### src/rtl/sysreg_commit.sv
// Execute-stage system-register bank: SR1, PSR, PPC, IDTR.
// Commits read-modify-write results from the field-manipulation unit and
// sequences exception entry (save, then modify) and IRET restore.
//
// state     | meaning
// ----------+-----------------------------------------------------------
// IDLE      | accepting writes; waiting for exception or IRET request
// EXC_SAVE  | PSR/PPC hold the saved context; SR1 not yet modified
// EXC_MOD   | SR1 IM/CMOD cleared; entry completes on the next edge
// IRET      | SR1 restored from PSR; restore completes on the next edge
module sysreg_commit #(
  parameter logic [31:0] SR1_WMASK = 32'h0000_0067,
  parameter logic [31:0] SR1_RESET = 32'h0000_0000
) (
  input  logic        iCLOCK,
  input  logic        inRESET,
  input  logic        iWR_VALID,
  output logic        oWR_BUSY,
  input  logic [1:0]  iWR_ADDR,
  input  logic [31:0] iWR_DATA,
  input  logic        iEXCEPT_VALID,
  input  logic [31:0] iEXCEPT_PC,
  input  logic        iIRET_VALID,
  output logic        oEXCEPT_DONE,
  output logic        oIRET_VALID,
  output logic [31:0] oIRET_PC,
  output logic        oWB_VALID,
  output logic [1:0]  oWB_ADDR,
  output logic [31:0] oWB_DATA,
  output logic [31:0] oSR1,
  output logic [31:0] oPSR,
  output logic [31:0] oPPC,
  output logic [31:0] oIDTR
);

  // IM (bit 2) and CMOD (bits 6:5) are forced to zero on exception entry.
  localparam logic [31:0] EXC_CLR = 32'h0000_0064;

  localparam logic [1:0] ADDR_SR1  = 2'd0;
  localparam logic [1:0] ADDR_PSR  = 2'd1;
  localparam logic [1:0] ADDR_PPC  = 2'd2;
  localparam logic [1:0] ADDR_IDTR = 2'd3;

  typedef enum logic [1:0] {
    ST_IDLE     = 2'd0,
    ST_EXC_SAVE = 2'd1,
    ST_EXC_MOD  = 2'd2,
    ST_IRET     = 2'd3
  } state_t;

  state_t      state_q, state_d;
  logic [31:0] sr1_q, sr1_d;
  logic [31:0] psr_q, psr_d;
  logic [31:0] ppc_q, ppc_d;
  logic [31:0] idtr_q, idtr_d;
  logic [31:0] iret_pc_q, iret_pc_d;
  logic        except_done_q, except_done_d;
  logic        iret_valid_q, iret_valid_d;
  logic        wb_valid_q, wb_valid_d;
  logic [1:0]  wb_addr_q, wb_addr_d;
  logic [31:0] wb_data_q, wb_data_d;
  logic        wr_busy;
  logic [31:0] wr_store;

  // Next-state, register updates and write-accept decode.
  always_comb begin
    state_d       = state_q;
    sr1_d         = sr1_q;
    psr_d         = psr_q;
    ppc_d         = ppc_q;
    idtr_d        = idtr_q;
    iret_pc_d     = iret_pc_q;
    except_done_d = 1'b0;
    iret_valid_d  = 1'b0;
    wb_valid_d    = 1'b0;
    wb_addr_d     = wb_addr_q;
    wb_data_d     = wb_data_q;

    // Busy includes same-cycle sequence requests so they win over a write.
    wr_busy  = (state_q != ST_IDLE) || iEXCEPT_VALID || iIRET_VALID;
    wr_store = (iWR_ADDR == ADDR_SR1) ? (iWR_DATA & SR1_WMASK) : iWR_DATA;

    case (state_q)
      ST_IDLE: begin
        if (iEXCEPT_VALID) begin
          state_d = ST_EXC_SAVE;
          psr_d   = sr1_q;
          ppc_d   = iEXCEPT_PC;
        end else if (iIRET_VALID) begin
          state_d   = ST_IRET;
          sr1_d     = psr_q & SR1_WMASK;
          iret_pc_d = ppc_q;
        end else if (iWR_VALID) begin
          wb_valid_d = 1'b1;
          wb_addr_d  = iWR_ADDR;
          wb_data_d  = wr_store;
          case (iWR_ADDR)
            ADDR_SR1:  sr1_d  = wr_store;
            ADDR_PSR:  psr_d  = wr_store;
            ADDR_PPC:  ppc_d  = wr_store;
            ADDR_IDTR: idtr_d = wr_store;
          endcase
        end
      end
      ST_EXC_SAVE: begin
        state_d = ST_EXC_MOD;
        sr1_d   = sr1_q & ~EXC_CLR;
      end
      ST_EXC_MOD: begin
        state_d       = ST_IDLE;
        except_done_d = 1'b1;
      end
      ST_IRET: begin
        state_d      = ST_IDLE;
        iret_valid_d = 1'b1;
      end
    endcase
  end

  // State and register flops with synchronous active-low reset.
  always_ff @(posedge iCLOCK) begin
    if (!inRESET) begin
      state_q       <= ST_IDLE;
      sr1_q         <= SR1_RESET & SR1_WMASK;
      psr_q         <= 32'h0;
      ppc_q         <= 32'h0;
      idtr_q        <= 32'h0;
      iret_pc_q     <= 32'h0;
      except_done_q <= 1'b0;
      iret_valid_q  <= 1'b0;
      wb_valid_q    <= 1'b0;
      wb_addr_q     <= 2'd0;
      wb_data_q     <= 32'h0;
    end else begin
      state_q       <= state_d;
      sr1_q         <= sr1_d;
      psr_q         <= psr_d;
      ppc_q         <= ppc_d;
      idtr_q        <= idtr_d;
      iret_pc_q     <= iret_pc_d;
      except_done_q <= except_done_d;
      iret_valid_q  <= iret_valid_d;
      wb_valid_q    <= wb_valid_d;
      wb_addr_q     <= wb_addr_d;
      wb_data_q     <= wb_data_d;
    end
  end

  assign oWR_BUSY     = wr_busy;
  assign oEXCEPT_DONE = except_done_q;
  assign oIRET_VALID  = iret_valid_q;
  assign oIRET_PC     = iret_pc_q;
  assign oWB_VALID    = wb_valid_q;
  assign oWB_ADDR     = wb_addr_q;
  assign oWB_DATA     = wb_data_q;
  assign oSR1         = sr1_q;
  assign oPSR         = psr_q;
  assign oPPC         = ppc_q;
  assign oIDTR        = idtr_q;

endmodule

### config.mk
export PLATFORM = sky130hd
export DESIGN_NAME = sysreg_commit
export DESIGN_NICKNAME = d
export VERILOG_FILES = /design/src/rtl/sysreg_commit.sv
export SDC_FILE = /design/constraint.sdc
export NUM_CORES = 1
export LEC_CHECK = 0
export ABC_AREA = 1
export CELL_PAD_IN_SITES_DETAIL_PLACEMENT = 1
export CELL_PAD_IN_SITES_GLOBAL_PLACEMENT = 1
export CORE_ASPECT_RATIO = 0.6
export CORE_MARGIN = 2
export CORE_UTILIZATION = 32
export CTS_CLUSTER_DIAMETER = 100
export DETAILED_ROUTE_END_ITERATION = 7
export GPL_ROUTABILITY_DRIVEN = 0
export HOLD_SLACK_MARGIN = 0.06
export PLACE_DENSITY = 0.82
export SLEW_MARGIN = 40
export SYNTH_ARGS = -nofsm -noshare
export SYNTH_HDL_FRONTEND = slang
export SYNTH_SLANG_ARGS = --single-unit
### constraint.sdc
create_clock -name iCLOCK -period 1.6 [get_ports iCLOCK]
set_input_delay 0.4 -clock iCLOCK [delete_from_list [all_inputs] [get_ports iCLOCK]]
set_output_delay 0.4 -clock iCLOCK [all_outputs]
set_load 0.05 [all_outputs]
======== After elaboration in Yosys (flattened, before gate mapping) ========
Index checks and enable logic that the tools add are counted.
cells by class
  equality and inequality tests ........... 11
  multiplexer cells ....................... 20
  bitwise operators ....................... 5
  reductions and logical operators ........ 20
operator list
  kind                                           number
  two-way mux 32 bit                             13
  case mux 32 bit (2 select lines)               1
  AND reduction 4 bit                            4
  nonzero test 2 bit                             7
  AND reduction 5 bit                            2
  != test 3 bit, second input constant           3
  == test 2 bit, second input constant           4
  case mux 2 bit (3 select lines)                1
  NOT 1 bit                                      5
  == test 2 x 1 -> 1 bit, second input constant  2
  zero test 2 bit                                2
  two-way mux 2 bit                              2
  != test 2 bit, second input constant           2
  OR reduction 4 bit                             1
  two-way mux 1 bit                              3
  AND reduction 3 bit                            1
  logical OR 1 bit                               2
  OR reduction 2 bit                             1
word-level totals
  register bits ........................... 199
  output and inout port bits .............. 198
  word-level logic and storage cells ...... 68
  bits of input ports ..................... 71

======== Longest topological paths before layout ========
Gate-level depths: netlist (run 1).
  depth after elaboration ................. 7
  depth in mapped cells ................... 9
  depth with buffers taken out ............ 8

======== Worst setup path after synthesis (run 1) ========
Ideal clock, no wire load.
  kind .................................... in2reg
  start point ............................. in iEXCEPT_VALID
  end point ............................... reg idtr_q[10], in the netlist oIDTR[10]
  required time ........................... 1.484 ns
  path buffers ............................ 2
  setup time .............................. 0.116 ns
  arrival time ............................ 1.264 ns
  setup slack ............................. 0.220 ns
  stages on the path ...................... 8
  path through ............................ buf_6 -> nor2_4 -> nand3_4 -> nor2_4 -> inv_2 -> buf_2 -> nor2_1 -> nor2_1
on the way
  word-level cells in the longest chain between the ends .. 2
RTL lines
  item                           line  source
  start, declared                21    input logic iEXCEPT_VALID,
  NOT 1 bit (no line)            n/a
  AND reduction 5 bit (no line)  n/a
  end signal, assigned           139   idtr_q <= idtr_d;
  end, declared                  55    logic [31:0] idtr_q, idtr_d;
No other way between the ends.
A chain may end at the register's enable or synchronous reset.

======== Worst setup path in the final report (run 1) ========
  start point ............................. reg state_q[0]
  end point ............................... out oWR_BUSY
on the way
  word-level cells in the longest chain between the ends .. 3
RTL lines
  item                           line  source
  start, declared                51    state_t state_q, state_d;
  start signal, assigned         135   state_q <= state_d;
  nonzero test 2 bit             80    wr_busy = (state_q != ST_IDLE) || iEXCEPT_VALID || iIRET_VALID;
  logical OR 1 bit (2 in a row)  80
  end, declared                  18    output logic oWR_BUSY,
No other way between the ends.

==> results of run 1 <==
## power breakdown
part	total (mW)	switching (mW)	internal, mW
clock	4.61	2.03	2.59
combinational	3.34	1.89	1.45
sequential	5.48	0.294	5.18
## registers in the layout, indices dropped and copies added (netlist names)
register and count:
oWB_DATA 32, oSR1 32, oWB_VALID 1, oIDTR 32, oIRET_PC 32, oWB_ADDR 2, state_q 2, oPSR 32
oPPC 32, oIRET_VALID 1, oEXCEPT_DONE 1
## cell families after synthesis
group	Yosys count
DFF	199
buffers and inverters	192
AOI/OAI and AO/OA	146
and+or+nand+nor	636
## synthesized netlist by cell type, types with 3 or more instances
| master | count |
|---|---|
| nand3_1 | 48 |
| inv_2 | 6 |
| buf_6 | 4 |
| nor2_4 | 3 |
| nor3_1 | 20 |
| nor2_1 | 207 |
| a21oi_1 | 81 |
| nor3_2 | 10 |
| nand2_1 | 345 |
| inv_1 | 114 |
| buf_1 | 5 |
| o21ai_1 | 4 |
| o21ai_0 | 59 |
| buf_2 | 30 |
| dfxtp_1 | 199 |
| clkbuf_1 | 31 |
## worst max-delay path, cell delays in order (launching register included)
cell	delay, ps
dfxtp_2	350
nor2_4	120
nand2_2	100
buf_12	160
## worst max path at each step
stage           endpoint  slack (ps)  cells past startpoint     startpoint
2_1_floorplan  oIDTR[10]         220                      8  iEXCEPT_VALID
3_3_place_gp    oPPC[22]        -400                      9    iWR_ADDR[0]
3_5_place_dp    oPPC[22]        -520                      9    iWR_ADDR[0]
4_1_cts         oWR_BUSY         -70                      3     state_q[1]
5_1_grt         oPPC[25]         -80                      9     state_q[1]
6_report        oWR_BUSY          20                      3     state_q[0]
## metal layers
metal  part of all wire  vias to the layer above  GRT usage
met5                  0                        -          0
met4              0.027                        0    0.09580
met3              0.074                       58    0.08505
met2               0.49                      273     0.4606
met1               0.41                     4246     0.3108
li1                   -                     4160          -
## metrics by stage
step           power, mW  cell area [sq um]  setup slack (ps)  hold WS (ps)  TNS (ps)
2_1_floorplan      7.060               8094             219.7         423.7         0
3_3_place_gp       8.724              13470            -399.3         456.2    -40140
3_5_place_dp       8.827              13470            -519.9         465.5    -53520
4_1_cts            13.51              14140            -69.93         358.4    -69.93
5_1_grt            13.99              14200            -76.06         382.1     -1675
6_report           13.42              14200             19.95         379.5         0
## repair_timing
item	in CTS	in global routing
resized for setup	10	3
setup endpoints to repair	35	35
setup buffers	1	3
hold endpoints to repair	0	0
pin swaps	0	1
gates cloned	1	1
## final cells by class
| cell class | instances | area, sq um | area share |
|---|---|---|---|
| flip-flops and latches | 199 | 3986 | 0.2808 |
| repair buffers | 334 | 5386 | 0.3794 |
| clock inverters | 12 | 147.6 | 0.01040 |
| clock buffers | 20 | 466.7 | 0.03287 |
| diodes | 2 | 5.005 | 0.0003525 |
| multi-input cells | 782 | 3342 | 0.2354 |
| inverters | 120 | 452.9 | 0.03190 |
| well taps | 329 | 411.6 | 0.02899 |
==> results.json, run 1 <==
{
  "status": "completed",
  "fp.dieW_um": 209.3,
  "irDropWorstVdd_v": 0.0007619,
  "clkSinkCount": 199,
  "fin_crit_ps": 1580,
  "finClkSkew_ps": 15.82,
  "fmax_mhz": 632.9,
  "port_buffers": 268,
  "synth_compound_area_frac": 0.09120,
  "via_count": 8737,
  "maxSlewHeadroom": 0.7064,
  "hp-class": "in -> reg",
  "cp.required_ps": 1200,
  "cp-end-kind": "output pin",
  "worst_r2r_path_depth": 9,
  "fin_nets": 1525,
  "netlist_instances": 1173,
  "wl_per_cell_um": 19.32,
  "synth_top_family_by_area": "simple AND/OR/NAND/NOR gates",
  "clockBufferDepth": 2,
  "hold-path-cell-count": 3,
  "grt-ovfl-total": 0,
  "syn2layout_area_growth_pct": 75.42,
  "clkLatencyLatePin_ps": 450,
  "ys_seq_area_frac": 0.4922,
  "crit_type": "reg -> out",
  "hold_viol": 0,
  "totalWireLength_um": 34740,
  "numCtsBuffers": 17,
  "antenna_found_initial": 2,
  "finalCoreUtilization": 0.5667,
  "ioPinCount": 269,
  "cts_hold_buf": 0,
  "rsz0062_at_grt": "true",
  "synth_top_area_frac": 0.4922,
  "r2r_slack_ps": 30,
  "clk_pin_slew_ps": 80,
  "maxSlewViolCount": 0,
  "synth-main-ff-cell": "dfxtp_1",
  "syn_nets": 1244,
  "r2r_start": "state_q[1]",
  "crit_fanout": 3,
  "async_flop_share": 0,
  "synth.area.top_cells": "dfxtp_1 (49%), nand2_1 (16%), nor2_1 (9.6%)",
  "dieHeight_um": 127.2,
  "final_cell_mix": "nand2_1 (342), buf_12 (214), nor2_1 (205)",
  "synth-simple-area-share": 0.3183,
  "maxCapViolations": 0,
  "rows": 45,
  "fillers": 2872,
  "syn_avg_cell_area_sq_um": 6.900,
  "period_share": 0.9875,
  "grt_pass1_wl_um": 54280,
  "yosysUniqueCellTypes": 21,
  "layoutNonFillerInstCount": 1798,
  "hp-start": "iIRET_VALID",
  "grt_pass1_vias": 9461,
  "synth.area.mux_share": 0,
  "power_density_nw_per_um2": 945.5,
  "dieArea_sq_um": 26620,
  "cp.arrival_ps": 1180,
  "core_area_sq_um": 25060,
  "grt_max_degree": 40,
  "post-dp-hpwl_um": 25840,
  "synth_edf_count": 0,
  "p_leak_nw": 6.125,
  "final_common_cell": "nand2_1",
  "drive_gt1_frac": 0.2256,
  "drc": 0,
  "syn-cell-area_sq_um": 8094,
  "track_usage": 0.2659,
  "cts_tree": "done",
  "tightest_slew_ps": 440.4,
  "synth_top_cell_by_area": "dfxtp_1",
  "drt_first_pass_iters": 5,
  "synth_seq_cells": 199,
  "ctsHtreeMaxLevel": 4,
  "synth-xor-area-share": 0,
  "start_util": 0.3230,
  "yosys_warnings": 0,
  "start_kind": "register",
  "ant_nets": 0,
  "hold_end": "state_q[0]",
  "placed_cells": 1758,
  "timing.rr.end": "oPPC[29]",
  "synth-adder-area-share": 0,
  "setup_viol": 0,
  "drt_iter0_markers": 410,
  "via_per_inst": 4.859,
  "root_buffer": "clkbuf_16"
}
(Power assumes the default switching activity.)
==> run 2: changes to the inputs <==
CELL_PAD_IN_SITES_GLOBAL_PLACEMENT = 2   (was 1)
CORE_UTILIZATION = 24   (was 32)
PLACE_DENSITY = 0.8   (was 0.82)
==> run 2 against run 1 <==
Net effect: hold slack worse by 50 ps; die area increased by 32%; non-clock buffer count shrank 12; core utilization down 14 points; sequential power hardly changed; cell count up 6.6%; via count is 4.4% lower; sequential share of layout area is essentially flat; power shrank 1.5%; global-route usage decreased by 7.4 points; clock power is 2% lower; routed wire length fell by 3.0%; largest power group unchanged; highest routed layer is now met5.
==> results.json, run 2 (synthesis results as in run 1) <==
{
  "totalWireLength_um": 33720,
  "wl_per_cell_um": 17.60,
  "final_cell_mix": "nand2_1 (343), buf_12 (211), nor2_1 (205)",
  "crit_fanout": 3,
  "tns_ps": 0,
  "clkSinkCount": 199,
  "drt_first_pass_iters": 5,
  "maxSlewHeadroom": 0.6829,
  "fp.dieW_um": 241.1,
  "dieHeight_um": 146.3,
  "root_buffer": "clkbuf_16",
  "grt_max_degree": 60,
  "layout_setup_ws_ps": 64.09,
  "slowest_stage": "dfxtp_2",
  "critPathTopFamily": "flip-flops",
  "cp.depth": 3,
  "power_density_nw_per_um2": 931.5,
  "r2r_slack_ps": 140,
  "grt-ovfl-total": 0,
  "core_area_sq_um": 33440,
  "tightest_slew_ps": 475.7,
  "hp-class": "in -> reg",
  "port_buffers": 268,
  "grt_pass1_vias": 8591,
  "cp.arrival_ps": 1140,
  "critPathBufInv": 1,
  "track_usage": 0.1920,
  "slowest_delay_ps": 350,
  "drive_gt1_frac": 0.2179,
  "cp_cell_sequence": "nor2_4, nand2_2, buf_12",
  "period_share": 0.9599,
  "via_count": 8353,
  "hold_end": "oWB_DATA[11]",
  "syn2layout_area_growth_pct": 75.38,
  "start_kind": "register",
  "hold_viol": 0,
  "final_common_cell": "nand2_1",
  "antenna_found_initial": 4,
  "fin_nets": 1513,
  "ant_nets": 0,
  "ioPinCount": 269,
  "numCtsBuffers": 17,
  "clkLatencyLatePin_ps": 450,
  "design_area_sq_um": 14190,
  "crit_type": "reg -> out",
  "cp-end-kind": "output pin",
  "setup_viol": 0,
  "rows": 52,
  "p_leak_nw": 6.038,
  "status": "completed",
  "dpl_cell_area_sq_um": 13530,
  "cts_tree": "done",
  "ctsHtreeMaxLevel": 4,
  "worst_r2r_path_depth": 7,
  "clockBufferDepth": 2,
  "irDropWorstVdd_v": 0.0007358,
  "maxCapViolations": 0,
  "hp-start": "inRESET",
  "fin_crit_ps": 1536,
  "r2r_start": "state_q[1]",
  "pre_cts_ws_ps": -431.2,
  "hold-path-cell-count": 3,
  "clk_pin_slew_ps": 80,
  "timing.rr.end": "oPPC[9]",
  "dieArea_sq_um": 35260,
  "post-dp-hpwl_um": 25330,
  "drt_iter0_markers": 425,
  "finClkSkew_ps": 13.10,
  "grt_pass1_wl_um": 51220,
  "hold_ws_ps": 329.0,
  "cp.required_ps": 1200,
  "drc": 0,
  "start_util": 0.2420,
  "maxSlewViolCount": 0,
  "fmax_mhz": 651.1,
  "via_per_inst": 4.360
}
## run 2: final cells by class
| class | instances | area [sq um] |
|---|---|---|
| fillers | 3909 | 19250 |
| repair buffers | 322 | 5240 |
| flip-flops and latches | 199 | 3985 |
| multi-input cells | 782 | 3342 |
| well taps | 459 | 574.3 |
| clock buffers | 19 | 452.9 |
| inverters | 120 | 452.9 |
| clock inverters | 13 | 142.6 |
| diodes | 2 | 5.005 |
## run 2: worst max path at each step
| stage | slack, ps | start | end |
|---|---|---|---|
| floorplan | 220 | iEXCEPT_VALID | oIDTR[10] |
| global placement | -440 | iWR_ADDR[0] | oPSR[31] |
| detailed placement | -430 | iWR_ADDR[0] | oPSR[31] |
| CTS | 9 | state_q[0] | oWR_BUSY |
| global route | -3 | state_q[0] | oWR_BUSY |
| finish | 60 | state_q[0] | oWR_BUSY |
## run 2: worst min-delay path, stage by stage
cell     delay (ps)
buf_4           120
inv_4           100
a21oi_1         120
## run 2: per-layer routing
metal  part of all wire  vias to the layer above  track usage
met2               0.48                      178       0.3165
li1                   -                     4137            -
met3              0.058                       20      0.05162
met1               0.45                     4014       0.2507
met5            0.00068                        -            0
met4             0.0096                        4      0.04198
## run 2: power by group
group | switching, mW | total, mW | internal [mW]
combinational | 1.83 | 3.22 | 1.40
clock | 2.11 | 4.52 | 2.41
sequential | 0.295 | 5.48 | 5.18
## run 2: timing repair
action                                  CTS  global route
resized for setup                         3             5
buffers inserted                          1             0
gates cloned                              0             1
hold buffers                              0             0
pin swaps                                 1             0
endpoints found under the setup margin    1            22
## run 2: through the flow
step	util	instances	power, mW
after floorplan	-	1173	7.060
after global placement	0.4047	1880	8.746
after detailed placement	0.4047	1880	8.807
after CTS	0.4230	1913	13.40
after global routing	0.4243	1914	13.84
final	0.4245	1916	13.22
==> edit 1 (settings of run 2) <==
Put one more register stage on the output `oIRET_PC`, cleared by the reset. The value now appears one clock later. The other outputs are not delayed to match.
--- a/src/rtl/sysreg_commit.sv
+++ b/src/rtl/sysreg_commit.sv
@@ -149,7 +149,13 @@
   assign oWR_BUSY     = wr_busy;
   assign oEXCEPT_DONE = except_done_q;
   assign oIRET_VALID  = iret_valid_q;
-  assign oIRET_PC     = iret_pc_q;
+  always_ff @(posedge iCLOCK) begin
+    if (!inRESET) begin
+      oIRET_PC <= '0;
+    end else begin
+      oIRET_PC <= iret_pc_q;
+    end
+  end
   assign oWB_VALID    = wb_valid_q;
   assign oWB_ADDR     = wb_addr_q;
   assign oWB_DATA     = wb_data_q;
Function: changed (Yosys sat finds a counterexample within 4 cycles, from zero or initial values and one cycle with inRESET low).
==> edit 1 against run 2 <==
  * The flow now finishes with violations (negative setup slack)
  * Sequential cell count up 32
  * Routed wire length rose by 5.0%
  * Fmax down 6.4%
  * Synthesized area grew 11%
  * Final cell count rose by 8.1%
  * Total power grew 17%
  * Clock power increased by 33%
  * Via count is 5.9% higher
  * Count of clock-buffer cells in the layout is 15 higher
  * Design area grew 8.4%
  * Setup slack lost 0.10 ns
  * Non-clock buffer count increased by 1
  * Synthesized cell count increased by 8.4%
==> edit 1: results <==
set metrics [dict create \
    gr-usage-all-layers 0.1820 \
    synth_nets 1343 \
    yosys.area.top_type_share 0.5134 \
    irDropWorstVdd_uv 658.3 \
    critPathSlowestCell "dfxtp_2" \
    first_pass_iters 4 \
    p_per_area_mw_per_mm2 1005 \
    crit_family "flip-flops" \
    p_leak_nw 6.755 \
    final_nets 1618 \
    yosys-top-cells-count "nand2_1 (377), dfxtp_1 (231), nor2_1 (206)" \
    violations "negative setup slack" \
    layout-drive-gt1-share 0.2165 \
    dp_hpwl_microns 26550 \
    synth_area_leaders "dfxtp_1 (51%), nand2_1 (16%), nor2_1 (8.6%)" \
    first_iter_violations 348 \
    p_seq_w 0.00630 \
    setup_viol 1 \
    setup_slack_ns -0.04006 \
    cts_resized 11 \
    m1WireLength_microns 15610 \
    grt_start_max_net_pins 55 \
    ys_seq_area_frac 0.5134 \
    stdcell_count 2071 \
    pre_cts_slack_ns -0.3313 \
    status "complete, but fails checks" \
    timing.setup.tns_ns -0.04006 \
    final.setup_skew_ns 0.01172 \
    grt_antenna_before_repair 2 \
    wl_met3_microns 2064 \
    placed_area_sq_mm 0.01451 \
    tightestPinTransition_ns 0.2786 \
    grtUsageMet1 0.2278 \
    drt-total-wl_microns 35400 \
    h-tree-depth 1 \
    numPlacedInstances 2023 \
    numCtsBuffers 25 \
    clkSlewWorstSetupHoldPaths_ns 0.06 \
    clkLatencyLatePin_ns 0.54 \
    avgSynthCellArea_sq_um 7.081 \
    grt_util_met2 0.3175 \
    grt_pass1_wl_microns 55340 \
    intPower_w 0.01084 \
    synth_cell_types 23 \
    cts_buffer_depth 3 \
    grtUsageMet3 0.04808 \
    synth_compound_area_frac 0.08196 \
    via_per_inst 4.273 \
]
==> edit 1: final timing paths <==
| path | startpoint | end | slack, ns | cells past startpoint |
|---|---|---|---|---|
| setup / recovery | state_q[1] | oWR_BUSY | -0.04 | 3 |
| hold / removal | inRESET | oIDTR[13] | 0.17 | 3 |
| setup reg to reg | state_q[0] | oPSR[23] | 0.18 | 8 |
| hold reg to reg | iret_pc_q[13] | oIRET_PC[13] | 0.43 | 2 |
==> edit 1: cell type report <==
| class | count | area, sq um |
|---|---|---|
| Antenna cell | 1 | 2.502 |
| Clock buffer | 34 | 719.4 |
| Clock inverter | 12 | 120.1 |
| Fill cell | 4250 | 21300 |
| Inverter | 152 | 573.1 |
| Multi-Input combinational cell | 814 | 3447 |
| Sequential cell | 231 | 4643 |
| Tap cell | 504 | 630.6 |
| Timing Repair Buffer | 323 | 5253 |
==> edit 2 (flow settings as in run 2) <==
Without the edit above. `SR1_WMASK`: 32'h0000_0067 -> 32'h00000033.
--- a/src/rtl/sysreg_commit.sv
+++ b/src/rtl/sysreg_commit.sv
@@ -9,7 +9,7 @@
 // EXC_MOD   | SR1 IM/CMOD cleared; entry completes on the next edge
 // IRET      | SR1 restored from PSR; restore completes on the next edge
 module sysreg_commit #(
-  parameter logic [31:0] SR1_WMASK = 32'h0000_0067,
+  parameter logic [31:0] SR1_WMASK = 32'h00000033,
   parameter logic [31:0] SR1_RESET = 32'h0000_0000
 ) (
   input  logic        iCLOCK,
Function: changed (Yosys sat finds a counterexample within 4 cycles, from zero or initial values and one cycle with inRESET low).
==> edit 2 against run 2 <==
  * Count of clock-buffer cells in the layout rose by 4
  * Global-route usage increased by 0.17 points
  * Critical path type unchanged
  * Fmax grew 1.1%
  * Worst hold slack worse by 0.041 ns
  * Setup slack improved by 0.017 ns
  * Synthesized area decreased by 1.4%
  * Synthesized cell count about the same
  * Clock skew shrank 0.0013 ns
  * Design area is 0.99% lower
  * Largest cell class unchanged
  * Highest routed layer is now met4
  * Total power down 2.4%
  * Routed wire length fell by 1.5%
  * Sequential cell count did not move
==> edit 2: results <==
set metrics [dict create \
    status "finished clean" \
    cts_buffer_depth 2 \
    io_buffers 268 \
    dp_hpwl_microns 25550 \
    stdcell_count 1906 \
    grt_start_max_net_pins 44 \
    min_path_cells 3 \
    synth_cell_types 22 \
    layout-drive-gt1-share 0.2040 \
    grt_antenna_before_repair 0 \
    grt_pass1_wl_microns 51280 \
    synth_fa_ha_area_frac 0 \
    r2r.worst_path.cells 8 \
    final_nets 1515 \
    clockRootBuffer "clkbuf_16" \
    numPlacedInstances 1874 \
    placed_area_sq_mm 0.01350 \
    numCtsBuffers 17 \
    yosys-top-cells-count "nand2_1 (344), nor2_1 (213), dfxtp_1 (199)" \
    relSlewSlack 0.7316 \
    diodes 0 \
    p_leak_nw 6.011 \
    worstPathArrival_ns 1.12 \
    synth_compound_area_frac 0.09265 \
    first_pass_iters 4 \
    synth_xor_area_frac 0 \
    ys_seq_area_frac 0.4991 \
    synth_area_leaders "dfxtp_1 (50%), nand2_1 (16%), nor2_1 (10%)" \
    fillCellCount 3769 \
    first_iter_violations 273 \
    h-tree-depth 4 \
    final.setup_skew_ns 0.01178 \
    grt_pass1_vias 8752 \
    vias 8301 \
    hold_class "in -> reg" \
    gr-usage-all-layers 0.1937 \
    crit_fanout 3 \
    muxShareOfSynthArea 0 \
    clkSlewWorstSetupHoldPaths_ns 0.08 \
    irDropWorstVdd_uv 775.8 \
    syn_inst 1174 \
    drt-total-wl_microns 33200 \
    synth-async-reset-ratio 0 \
    clkLatencyLatePin_ns 0.45 \
    yosys_warnings 0 \
]
[edit 2: timing repair]
item	CTS	global route
setup buffers	1	0
pin swaps	1	0
gates cloned	0	0
gates resized for setup	2	4
endpoints found under the setup margin	1	4
[edit 2: final timing paths]
check / start / endpoint / slack (ns)
worst max-delay path: state_q[0] / oWR_BUSY / 0.08
worst min-delay path: inRESET / oPPC[23] / 0.29
worst max register to register: state_q[1] / oPPC[30] / 0.11
worst min register to register: state_q[0] / oEXCEPT_DONE / 0.46
[edit 2: cell type report]
type	count	area share
multi-input combinational	779	0.2310
timing repair buffer	323	0.3740
inverter	124	0.03329
clock buffer	23	0.03258
sequential	199	0.2836
tap	450	0.04006
clock inverter	8	0.005430
[edit 2: kinds of logic after synthesis]
group / after synthesis
buf+inv: 196
flops: 199
compound gates: 145
simple gates: 634
[edit 2: per-layer routing]
layer	routed length, microns	track usage	up-vias	share of wire
li1	-	-	4114	-
met1	14610	0.2405	4008	0.44
met2	16170	0.3350	166	0.49
met3	2214	0.05689	13	0.067
met4	209	0.03188	0	0.0063
met5	0	0	-	0
[edit 2: critical path, cell delays in order (launching register included)]
cell     delay [ns]
dfxtp_2        0.34
nor2_4         0.12
nand2_2        0.07
buf_12         0.15
[edit 2: through the flow]
step           utilization  worst slack, ns  power [W]
6_report            0.4310          0.08104    0.01290
5_1_grt             0.4310          0.02536    0.01352
4_1_cts             0.4308          0.01502    0.01310
3_5_place_dp        0.4139          -0.3962   0.008879
3_3_place_gp        0.4139          -0.3707   0.008831
2_1_floorplan            -          0.04021   0.007053
[edit 2: report_power, final]
part	internal (W)	switching, W
sequential	0.00519	0.000297
combinational	0.00143	0.00182
clock	0.00218	0.00199
